## config.mk

```make
export PLATFORM = sky130hd
export DESIGN_NAME = sysid_verify_ctrl_flat
export DESIGN_NICKNAME = d
export VERILOG_FILES = /design/src/rtl/sysid_verify_ctrl_if.sv /design/src/rtl/sysid_verify_ctrl.sv /design/src/flat_wrapper.sv
export SDC_FILE = /design/constraint.sdc
export NUM_CORES = 1
export LEC_CHECK = 0
export CAP_MARGIN = 20
export CORE_AREA = 4 4 113 115
export CTS_CLUSTER_DIAMETER = 80
export DETAILED_ROUTE_END_ITERATION = 10
export DIE_AREA = 0 0 117 119
export PLACE_DENSITY_LB_ADDON = 0.05
export REMOVE_ABC_BUFFERS = 1
export SETUP_SLACK_MARGIN = 0.15
export SLEW_MARGIN = 0
export SYNTH_ARGS = -nofsm -noshare
export SYNTH_HDL_FRONTEND = slang
export SYNTH_SLANG_ARGS = --single-unit
```

## constraint.sdc

```tcl
create_clock -name clock -period 2.05 [get_ports clock]
set_input_delay 0.3075 -clock clock [delete_from_list [all_inputs] [get_ports clock]]
set_output_delay 0.3075 -clock clock [all_outputs]
set_load 0.02 [all_outputs]
```

## src/rtl/sysid_verify_ctrl_if.sv

```systemverilog
// ---------------------------------------------------------------------------
// sysid_verify_ctrl_if
//   Avalon-MM read-only link between the system-ID verifier (master) and the
//   system-ID slave.
//   avm_read         master -> slave  read request
//   avm_address      master -> slave  0 = ID word, 1 = timestamp word
//   avm_waitrequest  slave -> master  stall; master holds request while high
//   avm_readdata     slave -> master  data, valid when read=1 and waitrequest=0
// ---------------------------------------------------------------------------
interface sysid_verify_ctrl_if;
  logic        avm_read;
  logic        avm_address;
  logic        avm_waitrequest;
  logic [31:0] avm_readdata;

  modport master (
    output avm_read,
    output avm_address,
    input  avm_waitrequest,
    input  avm_readdata
  );

  modport slave (
    input  avm_read,
    input  avm_address,
    output avm_waitrequest,
    output avm_readdata
  );
endinterface

```

## src/rtl/sysid_verify_ctrl.sv

```systemverilog
// ---------------------------------------------------------------------------
// sysid_verify_ctrl
//   Reads the system-ID slave (word 0 = ID, word 1 = build timestamp) after
//   reset release or on a start pulse, compares both words with the expected
//   values and reports the outcome to boot-control logic, so no software
//   polling of the sysid block is needed.
//
// Ports
//   clock        system clock, rising edge
//   reset_n      synchronous active-low reset
//   start        pulse; begins a check (ignored while busy)
//   avm          Avalon-MM master side (read / address / waitrequest / readdata)
//   busy         check in progress
//   done         check finished; held until the next start
//   pass         done and both words matched, no timeout
//   id_mismatch  ID word differs from EXP_ID
//   ts_mismatch  timestamp word differs from EXP_TIMESTAMP
//   timeout      a word exhausted its retries
//   id_value     last captured ID word
//   ts_value     last captured timestamp word
// ---------------------------------------------------------------------------
module sysid_verify_ctrl #(
  parameter logic [31:0] EXP_ID         = 32'd0,
  parameter logic [31:0] EXP_TIMESTAMP  = 32'd1396564150,
  parameter int unsigned TIMEOUT_CYCLES = 16,
  parameter int unsigned RETRIES        = 2,
  parameter bit          AUTO_START     = 1'b1
) (
  input  logic                       clock,
  input  logic                       reset_n,
  input  logic                       start,
  sysid_verify_ctrl_if.master        avm,
  output logic                       busy,
  output logic                       done,
  output logic                       pass,
  output logic                       id_mismatch,
  output logic                       ts_mismatch,
  output logic                       timeout,
  output logic [31:0]                id_value,
  output logic [31:0]                ts_value
);

  localparam int                WAIT_W    = $clog2(TIMEOUT_CYCLES) + 1;
  localparam logic [WAIT_W-1:0] WAIT_LAST = WAIT_W'(TIMEOUT_CYCLES - 1);
  localparam logic [3:0]        RETRY_MAX = 4'(RETRIES);

  typedef enum logic [2:0] {
    IDLE,
    RD_ID,
    RD_TS,
    BACKOFF,
    CHECK,
    DONE
  } state_t;

  state_t            state;
  logic [WAIT_W-1:0] wait_cnt;
  logic [3:0]        retry_cnt;
  // Set by reset so the first cycle after release launches a check by itself.
  logic              auto_pend;

  // NOTE: all state and outputs use non-blocking assignments so every
  // register samples pre-edge values; blocking here would create order-
  // dependent races between the counters and the state transitions.
  always_ff @(posedge clock) begin
    // NOTE: reset is sampled at the edge (synchronous), so it belongs inside
    // the clocked block and not in the sensitivity list.
    if (!reset_n) begin
      state           <= IDLE;
      wait_cnt        <= '0;
      retry_cnt       <= '0;
      auto_pend       <= AUTO_START;
      avm.avm_read    <= 1'b0;
      avm.avm_address <= 1'b0;
      busy            <= 1'b0;
      done            <= 1'b0;
      pass            <= 1'b0;
      id_mismatch     <= 1'b0;
      ts_mismatch     <= 1'b0;
      timeout         <= 1'b0;
      id_value        <= '0;
      ts_value        <= '0;
    end else begin
      auto_pend <= 1'b0;

      case (state)
        IDLE: begin
          if (start || auto_pend) begin
            state           <= RD_ID;
            avm.avm_read    <= 1'b1;
            avm.avm_address <= 1'b0;
            busy            <= 1'b1;
            wait_cnt        <= '0;
            retry_cnt       <= '0;
          end
        end

        RD_ID, RD_TS: begin
          if (!avm.avm_waitrequest) begin
            wait_cnt  <= '0;
            retry_cnt <= '0;
            if (state == RD_ID) begin
              id_value        <= avm.avm_readdata;
              avm.avm_address <= 1'b1;
              state           <= RD_TS;
            end else begin
              ts_value     <= avm.avm_readdata;
              avm.avm_read <= 1'b0;
              state        <= CHECK;
            end
          end else if (wait_cnt == WAIT_LAST) begin
            // Attempt stalled too long: drop the request and either back off
            // for a retry or give up on the whole check.
            wait_cnt     <= '0;
            avm.avm_read <= 1'b0;
            if (retry_cnt < RETRY_MAX) begin
              retry_cnt <= retry_cnt + 4'd1;
              state     <= BACKOFF;
            end else begin
              timeout <= 1'b1;
              state   <= DONE;
            end
          end else begin
            wait_cnt <= wait_cnt + WAIT_W'(1);
          end
        end

        BACKOFF: begin
          // The held address tells which word to go back to.
          wait_cnt     <= '0;
          avm.avm_read <= 1'b1;
          state        <= avm.avm_address ? RD_TS : RD_ID;
        end

        CHECK: begin
          id_mismatch <= (id_value != EXP_ID);
          ts_mismatch <= (ts_value != EXP_TIMESTAMP);
          state       <= DONE;
        end

        DONE: begin
          // A start only counts once the result is published (done=1).
          if (done && start) begin
            done            <= 1'b0;
            pass            <= 1'b0;
            id_mismatch     <= 1'b0;
            ts_mismatch     <= 1'b0;
            timeout         <= 1'b0;
            busy            <= 1'b1;
            avm.avm_read    <= 1'b1;
            avm.avm_address <= 1'b0;
            wait_cnt        <= '0;
            retry_cnt       <= '0;
            state           <= RD_ID;
          end else begin
            done <= 1'b1;
            busy <= 1'b0;
            pass <= !(id_mismatch || ts_mismatch || timeout);
          end
        end

        default: begin
          state        <= IDLE;
          avm.avm_read <= 1'b0;
          busy         <= 1'b0;
        end
      endcase
    end
  end

endmodule

```

## src/flat_wrapper.sv

```systemverilog
// flat-port wrapper written by rule: the top's interface ports become plain ports
module sysid_verify_ctrl_flat 
#(
  parameter logic [31:0] EXP_ID         = 32'd0,
  parameter logic [31:0] EXP_TIMESTAMP  = 32'd1396564150,
  parameter int unsigned TIMEOUT_CYCLES = 16,
  parameter int unsigned RETRIES        = 2,
  parameter bit          AUTO_START     = 1'b1
)
  (clock, reset_n, start, busy, done, pass, id_mismatch, ts_mismatch, timeout, id_value, ts_value, avm_avm_read, avm_avm_address, avm_avm_waitrequest, avm_avm_readdata);
  sysid_verify_ctrl_if avm_i ();
  input  logic clock;
  input  logic reset_n;
  input  logic start;
  output logic busy;
  output logic done;
  output logic pass;
  output logic id_mismatch;
  output logic ts_mismatch;
  output logic timeout;
  output logic [31:0] id_value;
  output logic [31:0] ts_value;
  output wire logic [$bits(avm_i.avm_read)-1:0] avm_avm_read;
  output wire logic [$bits(avm_i.avm_address)-1:0] avm_avm_address;
  input wire logic [$bits(avm_i.avm_waitrequest)-1:0] avm_avm_waitrequest;
  input wire logic [$bits(avm_i.avm_readdata)-1:0] avm_avm_readdata;
  assign avm_avm_read = avm_i.avm_read;
  assign avm_avm_address = avm_i.avm_address;
  assign avm_i.avm_waitrequest = avm_avm_waitrequest;
  assign avm_i.avm_readdata = avm_avm_readdata;
  sysid_verify_ctrl #(.EXP_ID(EXP_ID), .EXP_TIMESTAMP(EXP_TIMESTAMP), .TIMEOUT_CYCLES(TIMEOUT_CYCLES), .RETRIES(RETRIES), .AUTO_START(AUTO_START)) u_core (.clock(clock), .reset_n(reset_n), .start(start), .avm(avm_i), .busy(busy), .done(done), .pass(pass), .id_mismatch(id_mismatch), .ts_mismatch(ts_mismatch), .timeout(timeout), .id_value(id_value), .ts_value(ts_value));
endmodule
```

==> run metrics, run 1 <==
status complete, no violations; final instance area 5090 um^2; initial antenna violation count 0; wirelength, routed 11000 um; critical path required time 2.25 ns; CTS Sinks 85; Leakage 0.00177 uW; first drt pass iteration count 4; CTS root buffer clkbuf_16; die height 119 um; fillcell total 1185; critical path class reg -> reg; Async SR Flop Fraction 0; share of cells above drive strength 1 0.0907; Max-slew headroom 0.659; full die area 13900 um^2; worst r2r src u_core.state[0]; startpoint types flip-flop; final hold vios 0; Clock Path Buffers 2; DRT antenna net count 0; Yosys top cell by area dfxtp_1; FMAX 0.565 GHz; hold slack 0.449 ns; detailed placement HPWL 7710 um; largest net degree at the start of global routing 33; syn_area_per_cell 7.93 um^2; CP Capture Type flip-flop; Layout area overhead 46.6%; Hold Path Origin u_core.pass; number of synthesized flops with an enable pin 0; worst-margin pin slew 0.507 ns; clk_skew 0.00691 ns; final core utilization 0.431; Initial Util 0.294; clock slew at reported path FFs 0.06 ns; unrepaired setup endpoints after global routing no; Final Critical Period 1.77 ns; clock insertion delay at the later pin of the skew report 0.34 ns; share of the synthesized area in the top cell type 0.490; setup ws final 0.281 ns; Hold Path Class reg -> reg; pwr dens 833 nW/um^2; die width 117 um; TritonCTS Buffers 9; core area 11800 um^2; Port Buffer Count 107; number of global-route vias before repair 3460; max-cap violation count 0; Tot GR Track Use 0.166; total gr overflow 0; Residual DRC 0; most common cell after layout, fill and taps aside nand2_1; Setup Buffers After CTS 0; FF+latch count, synth 85; num rows 40; RD Place Congestion 0.772; Crit Path Max Fanout 8; # hold bufs at CTS 0; Post-Syn Instances 438; n_diodes 0; Synth Warn # 0; Post-synth top flop dfxtp_1; commonest non-fill, non-tap cells in the layout nand2_1, clkdlybuf4s50_1, dfxtp_1; initial DRC count 173; Final Max Slew Viols 0; Critical Path Start u_core.state[0]; WP data arrival 1.97 ns; CTS tree yes; routed len/inst 15.7 um; Placed Instance Area 4830 um^2; Seq/Total Area, Yosys 0.490; via count 3405; dpl ws -0.0232 ns; IO Count 108; Max rail drop VDD 0.000504 V; largest cells by area after synthesis dfxtp_1, nand2_1, a21oi_1; first-pass GRT wire length 18100 um; H-Tree Depth 3; Synth cell types 47; crit share post-route 0.863; fin nets 584; DR vias/cell 4.88; endpoints failing setup 0; Post-Syn Area 3470 um^2
-- area by class of cell --
class	instances	area (um^2)	area share
clock buffers	11	233	0.0457
clock inverters	5	27.5	0.00541
inverters	3	11.3	0.00221
multi-input cells	319	1630	0.320
flip-flops and latches	85	1700	0.335
well taps	147	184	0.0361
repair buffers	128	1300	0.256
-- state kept, by name, summed over array words and instances (netlist names) --
signal / cells
u_core.auto_pend: 1
u_core.avm.avm_address: 1
u_core.avm.avm_read: 1
u_core.busy: 1
u_core.done: 1
u_core.id_mismatch: 1
u_core.id_value: 32
u_core.pass: 1
u_core.retry_cnt: 4
u_core.state: 3
u_core.timeout: 1
u_core.ts_mismatch: 1
u_core.ts_value: 32
u_core.wait_cnt: 5
-- worst max-delay path: stages, from the launching register on --
cell	delay, ns
dfxtp_2	0.35
buf_4	0.15
nand2b_1	0.24
a211o_4	0.42
o22ai_2	0.25
a221o_1	0.16
a21oi_1	0.05
-- cells in the mapped netlist (2+ instances only) --
| master | count |
|---|---|
| a211oi_1 | 3 |
| a21oi_1 | 74 |
| a31oi_1 | 5 |
| and2_1 | 2 |
| and4b_1 | 3 |
| buf_2 | 3 |
| buf_6 | 3 |
| clkbuf_1 | 24 |
| dfxtp_1 | 85 |
| ha_1 | 2 |
| inv_1 | 3 |
| nand2_1 | 141 |
| nand3_1 | 5 |
| nand4_1 | 5 |
| nor2_1 | 17 |
| nor3_1 | 5 |
| nor4_1 | 12 |
| nor4bb_1 | 2 |
| o2111ai_1 | 2 |
| o211a_1 | 2 |
| o21ai_0 | 8 |
| o31ai_1 | 3 |
| or2_2 | 2 |
| or3_1 | 4 |
-- stage by stage --
step	setup TNS (ns)	std cells	total power, uW
after detailed placement	-0.0232	682	2830
after global placement	0	682	2830
after CTS	0	698	4310
final	0	698	4240
after global routing	0	698	4480
after floorplan	-23.21	407	2340
-- path summary, 6_finish.rpt --
kind,end,slack [ns],cells after the start
min,u_core.pass,0.45,2
max,u_core.state[0],0.28,6
max reg2reg,u_core.state[0],0.28,6
min reg2reg,u_core.pass,0.45,2
-- timing repair --
item                                    CTS  global route
endpoints found under the setup margin    0             9
endpoints found under the hold margin     0             0
resized for setup                         0             3
-- report_power, final --
group	switching [uW]	internal [uW]	total (uW)
Sequential	95.9	1760	1850
Combinational	510	428	938
Clock	639	812	1450
-- routing by layer --
| layer | part of all wire | up-vias | GRT usage |
|---|---|---|---|
| met5 | 0 | - | 0 |
| met4 | 0.010 | 0 | 0.0459 |
| met3 | 0.045 | 9 | 0.0579 |
| met2 | 0.48 | 72 | 0.266 |
| met1 | 0.46 | 1594 | 0.211 |
| li1 | - | 1730 | - |
-- cell families after synthesis --
| group | Yosys count | synth area share |
|---|---|---|
| AND/OR/NAND/NOR | 206 | 0.264 |
| AO/OA/AOI/OAI | 109 | 0.188 |
| flip-flops | 85 | 0.490 |
| buffers and inverters | 34 | 0.0446 |
| multiplexers | 2 | 0.00612 |
| adder cells (fa/ha/maj) | 2 | 0.00720 |
(Power assumes the default switching activity.)
==> inputs of run 2 (changes only) <==
RECOVER_POWER = 50   (was not set)
==> run metrics, run 2 (same netlist as run 1, synthesis figures left out) <==
num rows 40 (unchanged); Max-slew headroom 0.486 (-0.173); total gr overflow 0 (unchanged); met2 usage 0.266 (unchanged); Clock Path Buffers 2 (unchanged); critical path class in -> reg; Final Critical Period 1.82 ns (+0.0456 ns); die width 117 um (unchanged); hold endpoint u_core.pass; DR vias/cell 4.85 (-0.56%); Leakage 0.00193 uW (+9.4%); fillcell total 1191 (+0.51%); detailed placement HPWL 7710 um (unchanged); largest registers u_core.id_value (32), u_core.ts_value (32), u_core.wait_cnt (5); setup ws final 0.235 ns (-0.0456 ns); Tot GR Track Use 0.166 (unchanged); FF-to-FF End u_core.state[0]; final core utilization 0.428 (-0.00275); DRT antenna net count 0 (unchanged); via count 3386 (-0.56%); hold depth 2 (unchanged); # hold bufs at CTS 0 (unchanged); die height 119 um (unchanged); core area 11800 um^2 (unchanged); n_diodes 0 (unchanged); final cell count without fillers 698 (unchanged); clk_skew 0.00653 ns (-0.000387 ns); final hold vios 0 (unchanged); initial antenna violation count 0 (unchanged); fin nets 584 (unchanged); first drt pass iteration count 4 (unchanged); first-pass GRT wire length 18100 um (unchanged); CTS Sinks 85 (unchanged); RD Place Congestion 0.772 (unchanged); endpoints failing setup 0 (unchanged); initial DRC count 183 (+5.8%); unrepaired setup endpoints after global routing no; met3 usage 0.0579 (unchanged); Setup Buffers After CTS 0 (unchanged); worst-margin pin slew 0.770 ns (+0.263 ns); Initial Util 0.294 (unchanged); FMAX 0.551 GHz (-2.5%); worst r2r src u_core.state[0]; IO Count 108 (unchanged); pwr dens 830 nW/um^2 (-0.32%); clock insertion delay at the later pin of the skew report 0.34 ns (about the same); Layout area overhead 45.6%; wirelength, routed 11000 um (-0.12%); max-cap violation count 0 (unchanged); status complete, no violations; number of global-route vias before repair 3460 (unchanged); full die area 13900 um^2 (unchanged); clock slew at reported path FFs 0.06 ns (about the same); crit share post-route 0.885 (+0.0222); GRT busiest layer met2; Hold Path Class reg -> reg; H-Tree Depth 3 (unchanged); largest net degree at the start of global routing 33 (unchanged); routed len/inst 15.7 um (-0.12%); Final Max Slew Viols 0 (unchanged); CTS root buffer clkbuf_16; r2r setup slk 0.25 ns (-0.03 ns); most common cell after layout, fill and taps aside nand2_1; TritonCTS Buffers 9 (unchanged); Residual DRC 0 (unchanged); worst-case reg-to-reg path depth 6 (unchanged); setup TNS 0 ns (unchanged); Final Total Pwr 4200 uW (-0.96%); commonest non-fill, non-tap cells in the layout nand2_1, dfxtp_1, a21oi_1; placed cells 682 (unchanged); critical path required time 2.33 ns (+0.08 ns); share of cells above drive strength 1 0.0817 (-0.00907); Port Buffer Count 107 (unchanged); Max rail drop VDD 0.000509 V (+0.91%); Hold Path Origin u_core.pass; dpl ws -0.0232 ns (unchanged); startpoint types input port; WP data arrival 2.10 ns (+0.13 ns); CP Capture Type flip-flop; GR Layer Usage met1 0.211 (unchanged); Crit Path Max Fanout 4 (-4); CTS tree yes
==> run 2: cell count changes in the layout (fill, tap and decap cells not counted), moves of 3 or more <==
cell	change
buf_4	-3
dlygate4sd3_1	+57
clkdlybuf4s50_1	-57
clkbuf_1	+3
==> run 2: cell type report <==
class	count	area [um^2]	area share
clock inverter	5	27.5	0.00544
tap	147	184	0.0364
inverter	3	11.3	0.00223
clock buffer	11	233	0.0460
timing repair buffer	128	1280	0.253
sequential	85	1700	0.337
multi-input combinational	319	1620	0.320
==> run 2: where the power goes <==
part	switching, uW	internal [uW]
Sequential	93.1	1760
Clock	639	812
Combinational	506	394
Total	1240	2960
==> run 2: what timing repair did <==
item,4_1_cts,5_1_grt
endpoints found under the hold margin,0,0
resized for setup,0,3
endpoints found under the setup margin,0,9
==> run 2: critical path: stages <==
cell	delay, ns
dlygate4sd3_1	0.60
nand2_1	0.14
a31oi_1	0.34
nor2_1	0.07
a2111oi_0	0.39
o221a_2	0.25
==> run 2: stage by stage <==
step	hold slack (ns)	cell area, um^2
after detailed placement	0.443	4830
after CTS	0.452	5090
final	0.445	5060
after floorplan	0.440	3330
after global placement	0.445	4830
after global routing	0.480	5060
==> run 2: layer usage <==
layer	vias up	share of wire
met5	-	0
met2	63	0.49
met1	1586	0.46
li1	1729	-
met4	0	0.0090
met3	8	0.043
==> run 2: how the worst max path moves through the flow <==
stage                               start                endpoint  slack, ns  cells after the start
after global placement              start  u_core.avm.avm_address       0.02                      6
after detailed placement            start  u_core.avm.avm_address      -0.02                      6
after CTS                 u_core.state[0]      u_core.wait_cnt[0]       0.18                      6
after floorplan           u_core.state[1]      u_core.ts_value[0]      -0.71                      4
final                               start  u_core.avm.avm_address       0.23                      6
after global routing                start  u_core.avm.avm_address       0.08                      6
==> edit (config.mk and constraints of run 1) <==
`TIMEOUT_CYCLES` is set to 16 in 2 places; all go to 32.
--- a/src/rtl/sysid_verify_ctrl.sv
+++ b/src/rtl/sysid_verify_ctrl.sv
@@ -23,5 +23,5 @@
   parameter logic [31:0] EXP_ID         = 32'd0,
   parameter logic [31:0] EXP_TIMESTAMP  = 32'd1396564150,
-  parameter int unsigned TIMEOUT_CYCLES = 16,
+  parameter int unsigned TIMEOUT_CYCLES = 32,
   parameter int unsigned RETRIES        = 2,
   parameter bit          AUTO_START     = 1'b1
--- a/src/flat_wrapper.sv
+++ b/src/flat_wrapper.sv
@@ -4,5 +4,5 @@
   parameter logic [31:0] EXP_ID         = 32'd0,
   parameter logic [31:0] EXP_TIMESTAMP  = 32'd1396564150,
-  parameter int unsigned TIMEOUT_CYCLES = 16,
+  parameter int unsigned TIMEOUT_CYCLES = 32,
   parameter int unsigned RETRIES        = 2,
   parameter bit          AUTO_START     = 1'b1
Formal check against the unedited RTL: same outputs for any inputs over 10 cycles, from zero or initial values and one cycle with reset_n low; that may be too few to reach the edited logic, so the function may still have changed.
==> edit against run 1 <==
  * Die area is the same
  * Synthesized area up 0.43%
  * Largest cell class unchanged
  * Setup slack gained 0.053 ns
  * Critical path depth did not move
  * Non-clock buffer count increased by 4
  * Clock skew fell by 0.0035 ns
  * Sequential share of layout area is 0.28 points lower
  * Routed wire length grew 2.7%
  * Synthesized cell count rose by 1.6%
  * Final area is 1.9% higher
  * Hold slack gained 0.013 ns
  * Sequential cell count is 1 higher
  * Highest routed layer unchanged
Power is not compared: it rests on default switching activity, and its combinational part moved more than twofold at a synthesized area within 25%.
==> edit: results (changes against run 1) <==
Detailed routing
  • DR vias/cell: 4.903 (+0.50%)
  • Detail Route met2 WL: 5534 um (+4.3%)
  • M1 WL: 4916 um (-2.6%)
  • Post-Route WL: 11260 um (+2.7%)
  • Max layer used: met4
  • Residual DRC: 0 (unchanged)
  • DR WL/cell: 15.85 um (+0.94%)
  • Iteration-0 DRC Markers: 209 (+21%)
  • Drt pass-1 iters: 5 (+1)
  • Routed wl met3: 648 um (+30%)

Logic synthesis
  • Post-synth ARST share: 0% (unchanged)
  • Mux contribution to synthesized area: 0% (-0.61 points)
  • Ys Warns: 0 (unchanged)
  • Cells after Synth: 445 (+1.6%)
  • Post-Synth Adder-Cell Area: 0.7171% (-0.0031 points)
  • XOR/XNOR Fraction of Synth Area: 0.5020% (+0.50 points)
  • Post-synthesis sequential area ratio: 49.34% (+0.36 points)
  • Compound-gate portion of the synthesized area: 18.29% (-0.55 points)
  • Synth top area cells: dfxtp_1 (49%), nand2_1 (15%), a21oi_1 (11%)
  • Synth top cells by count: nand2_1 (144), dfxtp_1 (86), a21oi_1 (80)
  • Synth unique cells: 43 (-8.5%)

STA
  • Layout Skew: 0.003397 ns (-0.003516 ns)
  • Max-slew headroom: 68.44% (+2.5 points)

Finish
  • Share of cells above drive strength 1: 8.881% (-0.19 points)
  • Fin nets: 598 (+2.4%)
  • FILL cells: 1219 (+2.9%)
  • Top Registers: u_core.id_value: 32 flops, u_core.ts_value: 32 flops, u_core.wait_cnt: 6 flops

Placement
  • Dpl cells: 696 (+2.1%)
  • Placed Area: 4905 sq um (+1.6%)
  • Routability cong.: 0.7975 (+3.3%)
  • HPWL Detailed: 8117 um (+5.2%)

GRT
  • M2 GR Usage: 26.49% (-0.11 points)
  • Overall Global Routing Usage: 16.73% (+0.13 points)
  • Routing usage on met1: 20.31% (-0.75 points)
  • Vias in the first global route: 3437 (-0.66%)
  • Met3 Track Usage GR: 6.911% (+1.1 points)
  • Largest net degree at the start of global routing: 33 (unchanged)
  • Global-route wire length before repair: 18130 um (+0.19%)
  • Antenna violations before repair: 0 (unchanged)

Clock tree
  • Deepest clock path buffer count: 2 (unchanged)
  • Total CTS buffers: 9 (unchanged)
  • H-tree Lvls: 3 (unchanged)
  • Postcts setup bufs: 0 (unchanged)
  • Root buffer cell: clkbuf_16
  • CTS Hold Buffers Added: 0 (unchanged)

Critical path
  • Critical path's slowest cell: dfxtp_1
  • Top Family by Delay on Critical Path: compound AO/OA/AOI/OAI gates
  • CP Max Fanout: 10 (+2)
  • WP data arrival: 1.95 ns (-0.02 ns)
  • Max incr delay on CP: 0.40 ns (-0.02 ns)

Pwr
  • Leak pwr: between 1.5 and 2 nW

Status
  • Status: complete, no violations
==> edit: logic make-up (layout without fill, tap and decap cells) <==
logic type | count (synthesis) | after routing
AO/OA/AOI/OAI | 110 | 110
XOR/XNOR | 2 | 2
flip-flops | 86 | 86
buffers and inverters | 29 | 147
AND/OR/NAND/NOR | 216 | 216
adder cells (fa/ha/maj) | 2 | 2
==> edit: worst paths after layout <==
kind / startpoint / endpoint / slack [ns] / depth (start not counted)
setup / recovery: u_core.state[0]$_SDFFE_PN0P_ / u_core.avm.avm_read$_SDFFE_PN0P_ / 0.33 / 6
hold / removal: u_core.pass$_SDFFE_PN0P_ / u_core.pass$_SDFFE_PN0P_ / 0.46 / 2
setup reg to reg: u_core.state[0]$_SDFFE_PN0P_ / u_core.avm.avm_read$_SDFFE_PN0P_ / 0.33 / 6
hold reg to reg: u_core.pass$_SDFFE_PN0P_ / u_core.pass$_SDFFE_PN0P_ / 0.46 / 2
==> edit: stage by stage <==
step,util [%],hold WS [ns],setup slack [ns],setup TNS (ns)
after detailed placement,41.53,0.4524,0.007841,0
after global placement,41.53,0.4423,0.04127,0
after global routing,43.93,0.4772,0.1675,0
after floorplan,-,0.4430,-0.6193,-21.08
final,43.93,0.4628,0.3337,0
after CTS,43.89,0.4637,0.2819,0
==> edit: area by class of cell <==
type	count	area [sq um]	area share (%)
Clock buffer	10	229.0	4.413
Clock inverter	4	50.05	0.9646
Inverter	1	3.754	0.07234
Multi-Input combinational cell	330	1667	32.12
Sequential cell	86	1722	33.18
Tap cell	147	183.9	3.545
Timing Repair Buffer	132	1334	25.71
==> edit: power breakdown <==
part	internal, mW	total (mW)	switching, mW
Sequential	1.90	2.13	0.229
Clock	0.928	1.57	0.645
Combinational	0.972	2.13	1.16
